<file path="src/rtl/pcie_cpl_tx.sv">
// Completion transmitter: turns one decoded request into a 3DW-header CplD/Cpl TLP
// on the 16-bit VC0 transmit interface, gated on completion credits.
module pcie_cpl_tx #(
   parameter bit CREDIT_CHECK = 1'b1
) (
   input  logic        clk,
   input  logic        rstn,
   input  logic [15:0] cfg_id,
   input  logic        req_valid,
   output logic        req_ready,
   input  logic        req_with_data,
   input  logic [2:0]  req_status,
   input  logic [15:0] req_rid,
   input  logic [7:0]  req_tag,
   input  logic [6:0]  req_laddr,
   input  logic [31:0] req_data,
   output logic        tx_req_vc0,
   input  logic        tx_rdy_vc0,
   output logic        tx_st_vc0,
   output logic        tx_end_vc0,
   output logic [15:0] tx_data_vc0,
   output logic        tx_nlfy_vc0,
   input  logic [8:0]  tx_ca_cplh_vc0,
   input  logic [12:0] tx_ca_cpld_vc0,
   output logic        cpl_done
);

   typedef enum logic [1:0] {
      S_IDLE,
      S_CREDIT,
      S_REQ,
      S_SEND
   } state_e;

   state_e      state_q;
   logic [2:0]  idx_q;
   logic        with_data_q;
   logic [2:0]  status_q;
   logic [15:0] cid_q;
   logic [15:0] rid_q;
   logic [7:0]  tag_q;
   logic [6:0]  laddr_q;
   logic [31:0] data_q;
   logic        tx_req_q;
   logic        tx_st_q;
   logic        tx_end_q;
   logic [15:0] tx_data_q;
   logic        cpl_done_q;

   logic [2:0]       last_idx;
   logic [2:0]       idx_d;
   logic             credit_ok;
   logic [7:0][15:0] words;

   assign last_idx = with_data_q ? 3'd7 : 3'd5;
   assign idx_d    = idx_q + 3'd1;

   // Header/payload words of the captured request, upper half of each DW first.
   always_comb begin
      words[0] = with_data_q ? 16'h4A00 : 16'h0A00;
      words[1] = with_data_q ? 16'h0001 : 16'h0000;
      words[2] = cid_q;
      words[3] = {status_q, 1'b0, 12'd4};
      words[4] = rid_q;
      words[5] = {tag_q, 1'b0, laddr_q};
      words[6] = data_q[31:16];
      words[7] = data_q[15:0];
   end

   always_comb begin
      credit_ok = 1'b1;
      if (CREDIT_CHECK) begin
         credit_ok = (tx_ca_cplh_vc0 != 9'd0) &&
                     (!with_data_q || (tx_ca_cpld_vc0 != 13'd0));
      end
   end

   // NOTE: all state here uses non-blocking assignments so every register sees
   // pre-edge values; the captured request is reset too, so a packet aborted by
   // rstn leaves nothing stale behind.
   always_ff @(posedge clk or negedge rstn) begin
      if (!rstn) begin
         state_q     <= S_IDLE;
         idx_q       <= 3'd0;
         with_data_q <= 1'b0;
         status_q    <= 3'd0;
         cid_q       <= 16'd0;
         rid_q       <= 16'd0;
         tag_q       <= 8'd0;
         laddr_q     <= 7'd0;
         data_q      <= 32'd0;
         tx_req_q    <= 1'b0;
         tx_st_q     <= 1'b0;
         tx_end_q    <= 1'b0;
         tx_data_q   <= 16'd0;
         cpl_done_q  <= 1'b0;
      end else begin
         cpl_done_q <= 1'b0;
         case (state_q)
            S_IDLE: begin
               if (req_valid) begin
                  with_data_q <= req_with_data;
                  status_q    <= req_with_data ? 3'b000 : req_status;
                  cid_q       <= cfg_id;
                  rid_q       <= req_rid;
                  tag_q       <= req_tag;
                  laddr_q     <= req_laddr;
                  data_q      <= req_data;
                  state_q     <= S_CREDIT;
               end
            end
            S_CREDIT: begin
               if (credit_ok) begin
                  tx_req_q <= 1'b1;
                  state_q  <= S_REQ;
               end
            end
            S_REQ: begin
               if (tx_rdy_vc0) begin
                  tx_req_q  <= 1'b0;
                  idx_q     <= 3'd0;
                  tx_st_q   <= 1'b1;
                  tx_end_q  <= 1'b0;
                  tx_data_q <= words[0];
                  state_q   <= S_SEND;
               end
            end
            S_SEND: begin
               // A low tx_rdy simply leaves every output register untouched.
               if (tx_rdy_vc0) begin
                  if (idx_q == last_idx) begin
                     idx_q      <= 3'd0;
                     tx_st_q    <= 1'b0;
                     tx_end_q   <= 1'b0;
                     tx_data_q  <= 16'd0;
                     cpl_done_q <= 1'b1;
                     state_q    <= S_IDLE;
                  end else begin
                     idx_q     <= idx_d;
                     tx_st_q   <= 1'b0;
                     tx_end_q  <= (idx_d == last_idx);
                     tx_data_q <= words[idx_d];
                  end
               end
            end
            default: state_q <= S_IDLE;
         endcase
      end
   end

   assign req_ready   = (state_q == S_IDLE);
   assign tx_req_vc0  = tx_req_q;
   assign tx_st_vc0   = tx_st_q;
   assign tx_end_vc0  = tx_end_q;
   assign tx_data_vc0 = tx_data_q;
   assign tx_nlfy_vc0 = 1'b0;
   assign cpl_done    = cpl_done_q;

endmodule

</file>
<file path="config.mk">
export PLATFORM = sky130hd
export DESIGN_NAME = pcie_cpl_tx
export DESIGN_NICKNAME = d
export VERILOG_FILES = /design/src/rtl/pcie_cpl_tx.sv
export SDC_FILE = /design/constraint.sdc
export NUM_CORES = 1
export LEC_CHECK = 0
export BUFFER_PORTS_ARGS = -buffer_cell sky130_fd_sc_hd__buf_4
export CAP_MARGIN = 10
export CORE_MARGIN = 2
export CORE_UTILIZATION = 50
export CTS_CLUSTER_SIZE = 25
export DETAILED_ROUTE_END_ITERATION = 8
export GPL_TIMING_DRIVEN = 0
export PLACE_DENSITY = 0.73
export SETUP_SLACK_MARGIN = 0.15
export SYNTH_ARGS = -nofsm -noshare
export SYNTH_HDL_FRONTEND = slang
export SYNTH_SLANG_ARGS = --single-unit
</file>
<file path="constraint.sdc">
create_clock -name clk -period 2.4 [get_ports clk]
set_input_delay 0.12 -clock clk [delete_from_list [all_inputs] [get_ports clk]]
set_output_delay 0.12 -clock clk [all_outputs]
set_load 0.1 [all_outputs]
</file>
# Yosys cells after proc, flatten, opt, wreduce, memory -nomap -nowiden
# Index checks and enable logic that the tools add are counted.
# word_totals
register_bits,108
input_bits,109
out_inout_bits,22
elab_cells,69
# classes
addsub,1
magnitude_cmp,1
n_eq_ne,10
mux,31
reduce_logical,12
# ops
cell,n
two-way mux 16 bit,4
binary-select mux 16 bit (select 3 bit),1
one-hot mux 16 bit (2 select lines),1
two-way mux 15 bit,1
nonzero test 13 bit,1
two-way mux 2 bit,6
two-way mux 3 bit,4
!= test 2 bit (second input constant),5
two-way mux 1 bit,9
nonzero test 9 bit,1
one-hot mux 2 bit (4 select lines),1
equality test 3 bit,2
one-hot mux 1 bit (2 select lines),3
one-hot mux 3 bit (2 select lines),1
AND reduction 3 bit,2
AND reduction 5 bit,1
equality test 2 bit (second input constant),2
less-than comparator 3 x 4 -> 1 bit (second input constant),1
nonzero test 2 bit,2
adder 3 x 1 -> 3 bit (second input constant),1
equality test 2 x 1 -> 1 bit (second input constant),1
zero test 2 bit,1
AND reduction 2 bit,1
logical AND 1 bit,1
other kinds (2),2

# Logic depth before layout (Yosys ltp)
# Gate-level depths: netlist of run 1.
# depth
ltp_word,6
depth_mapped,8

# Worst setup path before layout of run 1
# OpenSTA, ideal clock, no wires.
# synth_timing
path_type,register to register
start,register state_q[0]
end,register cid_q[12]
setup_ns,0.125
arrival_time_ns,2.248
required_time_ns,2.275
setup_slack_ns,0.027
stages_incl_launch_ff,7
path_buffers,2
period_less_slack_ns,2.373
cell_sequence,dfrtp_1 -> inv_1 -> ha_1 -> nand2_1 -> buf_2 -> buf_2 -> mux2_2
# synth_via
elab_chain_len,2
# synth_lines
item,line_no,text
start: declaration,35,state_e state_q;
start signal: assignment,83,state_q <= S_IDLE;
start signal: assignment,109,state_q <= S_CREDIT;
start signal: assignment,115,state_q <= S_REQ;
zero test 2 bit,-,
via req_ready,10,"output logic req_ready,"
AND reduction 2 bit (no source line),-,
end signal: assignment,104,cid_q <= cfg_id;
end: declaration,39,logic [15:0] cid_q;
# The timed path passes the listed nets, and every way through them passes these cells.
# A chain may end at the register's enable or synchronous reset.

# Worst setup path after layout of run 1
# layout_timing
start,register idx_q[0]
end,register tx_data_q[9] (netlist: tx_data_vc0[9])
# layout_via
elab_chain_len,6
word_cells_on_any_way,7
cone_classes,add/sub (1); eq/ne (1); mux (5)
# layout_lines
item,line_no,text
start: declaration,36,logic [2:0] idx_q;
start signal: assignment,139,idx_q <= idx_d;
adder 3 x 1 -> 3 bit,56,assign idx_d = idx_q + 3'd1;
binary-select mux 16 bit (select 3 bit),142,tx_data_q <= words[idx_d];
two-way mux 16 bit (implied by the code),142,
two-way mux 16 bit *,131,if (idx_q == last_idx) begin
two-way mux 16 bit *,130,if (tx_rdy_vc0) begin
one-hot mux 16 bit (2 select lines) *,99,case (state_q)
end signal: assignment,124,tx_data_q <= words[0];
end signal: assignment,142,
end: declaration,47,logic [15:0] tx_data_q;
# Mark *: on every way between the ends. The rest lies on a longest branch, timed or not. The select of a mux whose other input is x is not followed.

==> key figures, run 1 <==
Critical path
  • Worst Setup Start Kind: flop
  • Worst path most repeated cell: buf_2
  • Cell family with most CP delay: buffers and inverters
  • Critical path class: flop to flop
  • Required time of the critical path: 2640 ps
  • CP Max Fanout: 10
  • CP max stage delay: 440 ps
  • Crit path buffers/inverters: 3
  • Worst path cell trace: ha_1 -> buf_2 -> buf_2 -> inv_1 -> o311ai_0 -> a31oi_1
  • Setup crit end kind: flop
  • Worst path slowest cell: o311ai_0
  • CP Data Arrival Time: 2380 ps

Synthesis
  • Yosys warning count: 0
  • Post-synth ARST share: 100%
  • Synth Net Count: 483
  • Register bit total from synthesis: 108
  • Seq/Total Area, Yosys: 55.0%
  • Post-synthesis cell type count: 42
  • Synthesized area per cell: 13.3 um^2
  • Ys flop type: dfrtp_1
  • Synth Cell Area: 0.00491 mm^2
  • Cells after Synth: 369
  • EDFF count, synth: 0

Die
  • Row count: 36
  • Die X: 103 um
  • # IOs: 131
  • Die Area: 0.0106 mm^2
  • Initial Utilization: 51.0%
  • Die Y-Extent: 103 um
  • Core Area: 0.00964 mm^2

STA
  • Rel. slew slack: a little under half
  • Fin Setup TNS: 0 ps
  • Minimum clock period: 2140 ps
  • Unrepaired setup endpoints after global routing: false
  • F_max: between 400 and 500 MHz
  • Final hold violations: 0
  • Final period util: 89.2%
  • Post-route setup slack: 260 ps
  • Worst slew pin tran: between 800 and 900 ps
  • Final setup vio count: 0
  • Clock skew: 13.2 ps
  • Final Max Tran Viols: 0

Clock tree
  • Htree depth: 3
  • Clk slew on worst S/H paths: 100 ps
  • Number of CTS-inserted buffers: 9
  • Clk_lat worst skew: approximately 370 ps
  • Clk root buf: clkbuf_8
  • Total clock sinks: roughly 110
  • CTS max path bufs: 2
  • CTS tree: yes
  • Number of setup buffers added after CTS: 0

Placed design
  • Hpwl dp: 8560 um
  • IO buf count: ~130
  • Place WS: 291 ps
  • Dpl cell area: 0.00607 mm^2
  • RD Place Congestion: 0.854

Route
  • DR iter-0 viols: 120
  • DRC violations left: 0
  • Drt pass-1 iters: 4
  • DR vias: 3793
  • Drt total wl: about 13000 um
  • Post-DRT Antenna Nets: 0
  • Routed len/inst: 17.6 um
  • Via density: 5.22

Min path
  • Hold Path Class: primary input to flop

Cells and area
  • Ratio of cells with drive above 1 in the final layout: 44.6%
  • Area growth syn-to-layout: 43.9%
  • Utilization after layout: 73.3%
  • Nets@finish: 703
  • Cell area after layout: 0.00707 mm^2
  • # diodes: 0

GRT
  • GRT Overall Usage: ~25%
  • First-pass GRT wire length: 19700 um
  • Initial antenna violation count: 0
  • Largest net degree at the start of global routing: 61
  • Vias in the first global route: 3970
  • Gr ovfl total: 0

Run status
  • Status: finished, final reports clean

Power and ir drop
  • Tot Pwr: 8.84 mW
  • Power Density: 1250 mW/mm^2
  • Leakage power: around 3.2 nW
  • Worst VDD drop: 922 uV

Run
  • Maxcap violations: 0
[power breakdown]
part	switching, mW	total (mW)	internal (mW)	leakage, nW
Combinational	2.60	4.53	1.92	1.82
Clock	0.629	1.12	0.488	0.100
Sequential	0.484	3.19	2.71	1.31
[synthesized netlist by cell type (all sizes together), types with 4 or more instances]
library cell	count	area share (%)
a21oi	16	1.6
and3	8	1.0
buf	20	2.1
clkbuf	5	0.43
dfrtp	108	55
ha	5	1.3
inv	5	0.38
mux2	84	19
mux2i	5	1.0
mux4	13	6.0
nand2	26	2.0
nand3	4	0.41
nor2	7	0.53
o21ai	27	2.7
[stage by stage]
stage	instances	hold WS [ps]
2_1_floorplan	369	-176
3_3_place_gp	630	353
3_5_place_dp	631	186
4_1_cts	727	11.7
5_1_grt	727	11.9
6_report	727	14.7
[logic make-up (layout without fill, tap and decap cells)]
| logic type | after synthesis | in the layout | share of synthesized area (%) |
|---|---|---|---|
| simple gates | 63 | 63 | 6.72 |
| xor+xnor | 4 | 4 | 0.713 |
| flops | 108 | 108 | 55.0 |
| fa+ha+maj | 5 | 5 | 1.27 |
| compound gates | 56 | 56 | 7.00 |
| buf+inv | 30 | 255 | 2.90 |
| mux | 102 | 102 | 26.3 |
| other cells | 1 | 1 | 0.0763 |
[registers in the layout, summed over array words and instances, names as in the netlist]
register	cells
with_data_q	1
idx_q	3
laddr_q	7
tx_data_vc0	16
tx_end_vc0	1
tx_req_vc0	1
tx_st_vc0	1
cpl_done	1
tag_q	8
cid_q	16
data_q	32
rid_q	16
status_q	3
state_q	2
[layout make-up]
type,count,area [um^2]
Tap cell,133,166
Inverter,5,18.8
Buffer,25,124
Timing Repair Buffer,209,1790
Multi-Input combinational cell,231,2070
Fill cell,705,2570
Clock buffer,9,124
Clock inverter,7,73.8
Sequential cell,108,2700
[worst paths after layout]
kind	start	end	slack, ps	depth (start not counted)
max	idx_q[0]	tx_data_vc0[9]	260	6
min	req_with_data	with_data_q	10	2
max reg2reg	idx_q[0]	tx_data_vc0[9]	260	6
min reg2reg	status_q[1]	status_q[1]	500	2
max in group asynchronous	rstn	tx_data_vc0[1]	1380	3
min in group asynchronous	rstn	tx_end_vc0	330	2
[cells in the final DEF, fill, tap and decap left out, types with 3 or more instances in the layout]
master	count
a21oi_1	16
a31oi_1	3
and3_1	8
buf_1	4
buf_2	13
buf_4	131
clkbuf_1	3
clkbuf_8	9
dfrtp_1	108
dlygate4sd3_1	80
ha_1	4
inv_1	5
mux2_2	83
mux2i_1	5
mux4_2	13
nand2_1	26
nand2b_1	3
nand3_1	4
nor2_1	7
nor2b_1	3
nor3_1	3
nor3b_1	3
o21ai_0	26
[repair_timing]
item                      in CTS  in global routing
hold buffers                  80                  0
hold endpoints to repair     127                  0
resized for setup              0                  0
[routing by layer]
metal  track usage (%)  part of all wire, %  up-vias  wire (um)
met3              7.25                  6.1       18        778
met4              7.79                  1.9        0        240
met1              30.4                   41     1876       5200
li1                  -                    -     1770          -
met2              43.5                   51      129       6610
met5                 0                    0        -          0
Note: power is estimated with default switching activity, not from simulation.
==> run 2, diff against run 1 <==
--- a/config.mk
+++ b/config.mk
@@ -8,11 +8,12 @@
 export BUFFER_PORTS_ARGS = -buffer_cell sky130_fd_sc_hd__buf_4
 export CAP_MARGIN = 10
 export CORE_MARGIN = 2
-export CORE_UTILIZATION = 50
+export CORE_UTILIZATION = 40
 export CTS_CLUSTER_SIZE = 25
 export DETAILED_ROUTE_END_ITERATION = 8
 export GPL_TIMING_DRIVEN = 0
-export PLACE_DENSITY = 0.73
+export PLACE_DENSITY = 0.6
+export RECOVER_POWER = 100
 export SETUP_SLACK_MARGIN = 0.15
 export SYNTH_ARGS = -nofsm -noshare
 export SYNTH_HDL_FRONTEND = slang
==> constraint.sdc (replaced) <==
create_clock -name clk -period 2.15 [get_ports clk]
set_input_delay 0.1075 -clock clk [delete_from_list [all_inputs] [get_ports clk]]
set_output_delay 0.1075 -clock clk [all_outputs]
set_load 0.1 [all_outputs]
==> run 2 against run 1 <==
Clock skew fell by 6.0 ps. Largest cell class unchanged. Non-clock buffer count fell by 17. The flow now finishes with violations (max-capacitance violations, max-slew violations). Combinational power rose by 8.4%. Register-to-register slack got worse by 60 ps. Critical path type unchanged.
==> key figures, run 2 (synthesis results as in run 1) <==
STA
  • Unrepaired setup endpoints after global routing: true
  • Final period util: 90.6%
  • Minimum clock period: 1950 ps
  • Final hold violations: 0
  • Final Max Tran Viols: 61
  • Final setup vio count: 0
  • F_max: just over 500 MHz
  • WHS: 5.31 ps
  • Clock skew: 7.11 ps
  • Fin Setup TNS: 0 ps
  • Worst slew pin tran: 1600 ps
  • Rel. slew slack: -6.78%

Clock tree
  • Clk slew on worst S/H paths: roughly 70 ps
  • CTS max path bufs: 2
  • Clk root buf: clkbuf_16
  • Number of CTS-inserted buffers: 9
  • Clk_lat worst skew: 340 ps
  • Total clock sinks: 108
  • Htree depth: 3
  • Number of setup buffers added after CTS: 0
  • CTS tree: yes

Cells and area
  • Nets@finish: 686
  • # diodes: 0
  • Area growth syn-to-layout: 41.5%
  • Biggest register: data_q
  • Ratio of cells with drive above 1 in the final layout: 43.2%
  • Utilization after layout: 57.9%
  • Most common cell after layout, fill and taps aside: buf_4
  • Most frequent cells in the layout: buf_4, dfrtp_1, mux2_2
  • Max reg flops: 32

Placed design
  • Hpwl dp: 8920 um
  • RD Place Congestion: 0.821
  • IO buf count: 128

Run
  • Maxcap violations: 1

Route
  • Drt pass-1 iters: 4
  • DR vias: ~3700
  • Post-DRT Antenna Nets: 0
  • Drt total wl: between 10000 and 15000 um
  • DR iter-0 viols: ~220
  • DRC violations left: 0
  • Via density: 5.10
  • Routed len/inst: ~18 um

Power and ir drop
  • Net Sw Frac: 41.1%
  • Worst VDD drop: 590 uV
  • Combinational group share of total power: between 40% and 50%
  • Leakage power: 3.14 nW
  • Power Density: 1460 mW/mm^2
  • Internal: 5.99 mW
  • Seq pwr share: 35.2%
  • NetSw: 4.18 mW
  • Clock power share: 16.5%

GRT
  • Largest net degree at the start of global routing: 62
  • Initial antenna violation count: 0
  • First-pass GRT wire length: 20500 um
  • GRT Overall Usage: 20.6%
  • Gr ovfl total: 0
  • Vias in the first global route: 3934

Die
  • Row count: 40
  • Die X: 115 um
  • Die Area: 0.0132 mm^2
  • # IOs: 131
  • Core Area: approximately 0.012 mm^2
  • Die Y-Extent: approximately 110 um
  • Initial Utilization: between 40% and 50%

Critical path
  • CP Max Fanout: 10
  • Worst Setup Start Kind: flop
  • Critical path class: flop to flop
  • CP Data Arrival Time: approximately 2200 ps
  • Required time of the critical path: approximately 2400 ps
  • Setup crit end kind: flop

Min path
  • Hold Path Class: primary input to flop

Run status
  • Status: complete, but fails checks
  • Failing checks: max-capacitance violations, max-slew violations
-- run 2: path summary, 6_finish.rpt --
| kind | start | endpoint | cells past startpoint | slack (ps) |
|---|---|---|---|---|
| hold reg to reg | tx_data_vc0[15] | tx_data_vc0[15] | 2 | 480 |
| min in group asynchronous | rstn | tx_req_vc0 | 2 | 700 |
| setup / recovery | state_q[1] | data_q[22] | 6 | 200 |
| setup reg to reg | state_q[1] | data_q[22] | 6 | 200 |
| max in group asynchronous | rstn | cid_q[0] | 2 | 470 |
| hold / removal | req_data[16] | data_q[16] | 2 | 5 |
-- run 2: area by class of cell --
| cell class | count | area (um^2) |
|---|---|---|
| Tap cell | 147 | 184 |
| Inverter | 5 | 18.8 |
| Buffer | 25 | 151 |
| Timing Repair Buffer | 192 | 1540 |
| Clock buffer | 11 | 243 |
| Sequential cell | 108 | 2700 |
| Clock inverter | 5 | 61.3 |
| Multi-Input combinational cell | 231 | 2050 |
| Fill cell | 1052 | 5060 |
-- run 2: timing repair --
action                     4_1_cts  5_1_grt
hold buffers                    61        2
hold endpoints to repair       120        2
pin swaps                        0        0
setup endpoints to repair       55       74
resized for setup                5       17
-- run 2: metal layers --
| metal | track usage [%] | vias up | wire [um] |
|---|---|---|---|
| met1 | 26.4 | 1825 | 5360 |
| met5 | 0 | - | 0 |
| met4 | 4.58 | 0 | 151 |
| met2 | 36.1 | 116 | 6630 |
| li1 | - | 1738 | - |
| met3 | 4.59 | 14 | 883 |
-- run 2: metrics by stage --
stage,power (mW),cell area (um^2),std cells,setup WS (ps)
6_report,10.2,6950,724,203
5_1_grt,10.8,6950,724,81.7
4_1_cts,10.4,7020,722,90.7
3_5_place_dp,8.59,6100,645,68.3
3_3_place_gp,8.46,6070,644,56.5
2_1_floorplan,7.24,4930,369,354
-- run 2: power groups by stage --
stage                     combinational, mW  clock [mW]  sequential, mW
final                                  4.91        1.68            3.58
after global placement                 4.90           0            3.56
after CTS                              5.09        1.73            3.58
after detailed placement               4.97           0            3.62
after global routing                   5.27        1.83            3.70
after floorplan                        2.72           0            4.53
-- run 2: critical path: stages (launching register included) --
cell      delay, ps
dfrtp_1         400
inv_1            80
ha_1            230
nand2_1         220
buf_4           250
clkbuf_4        290
mux2_2          360
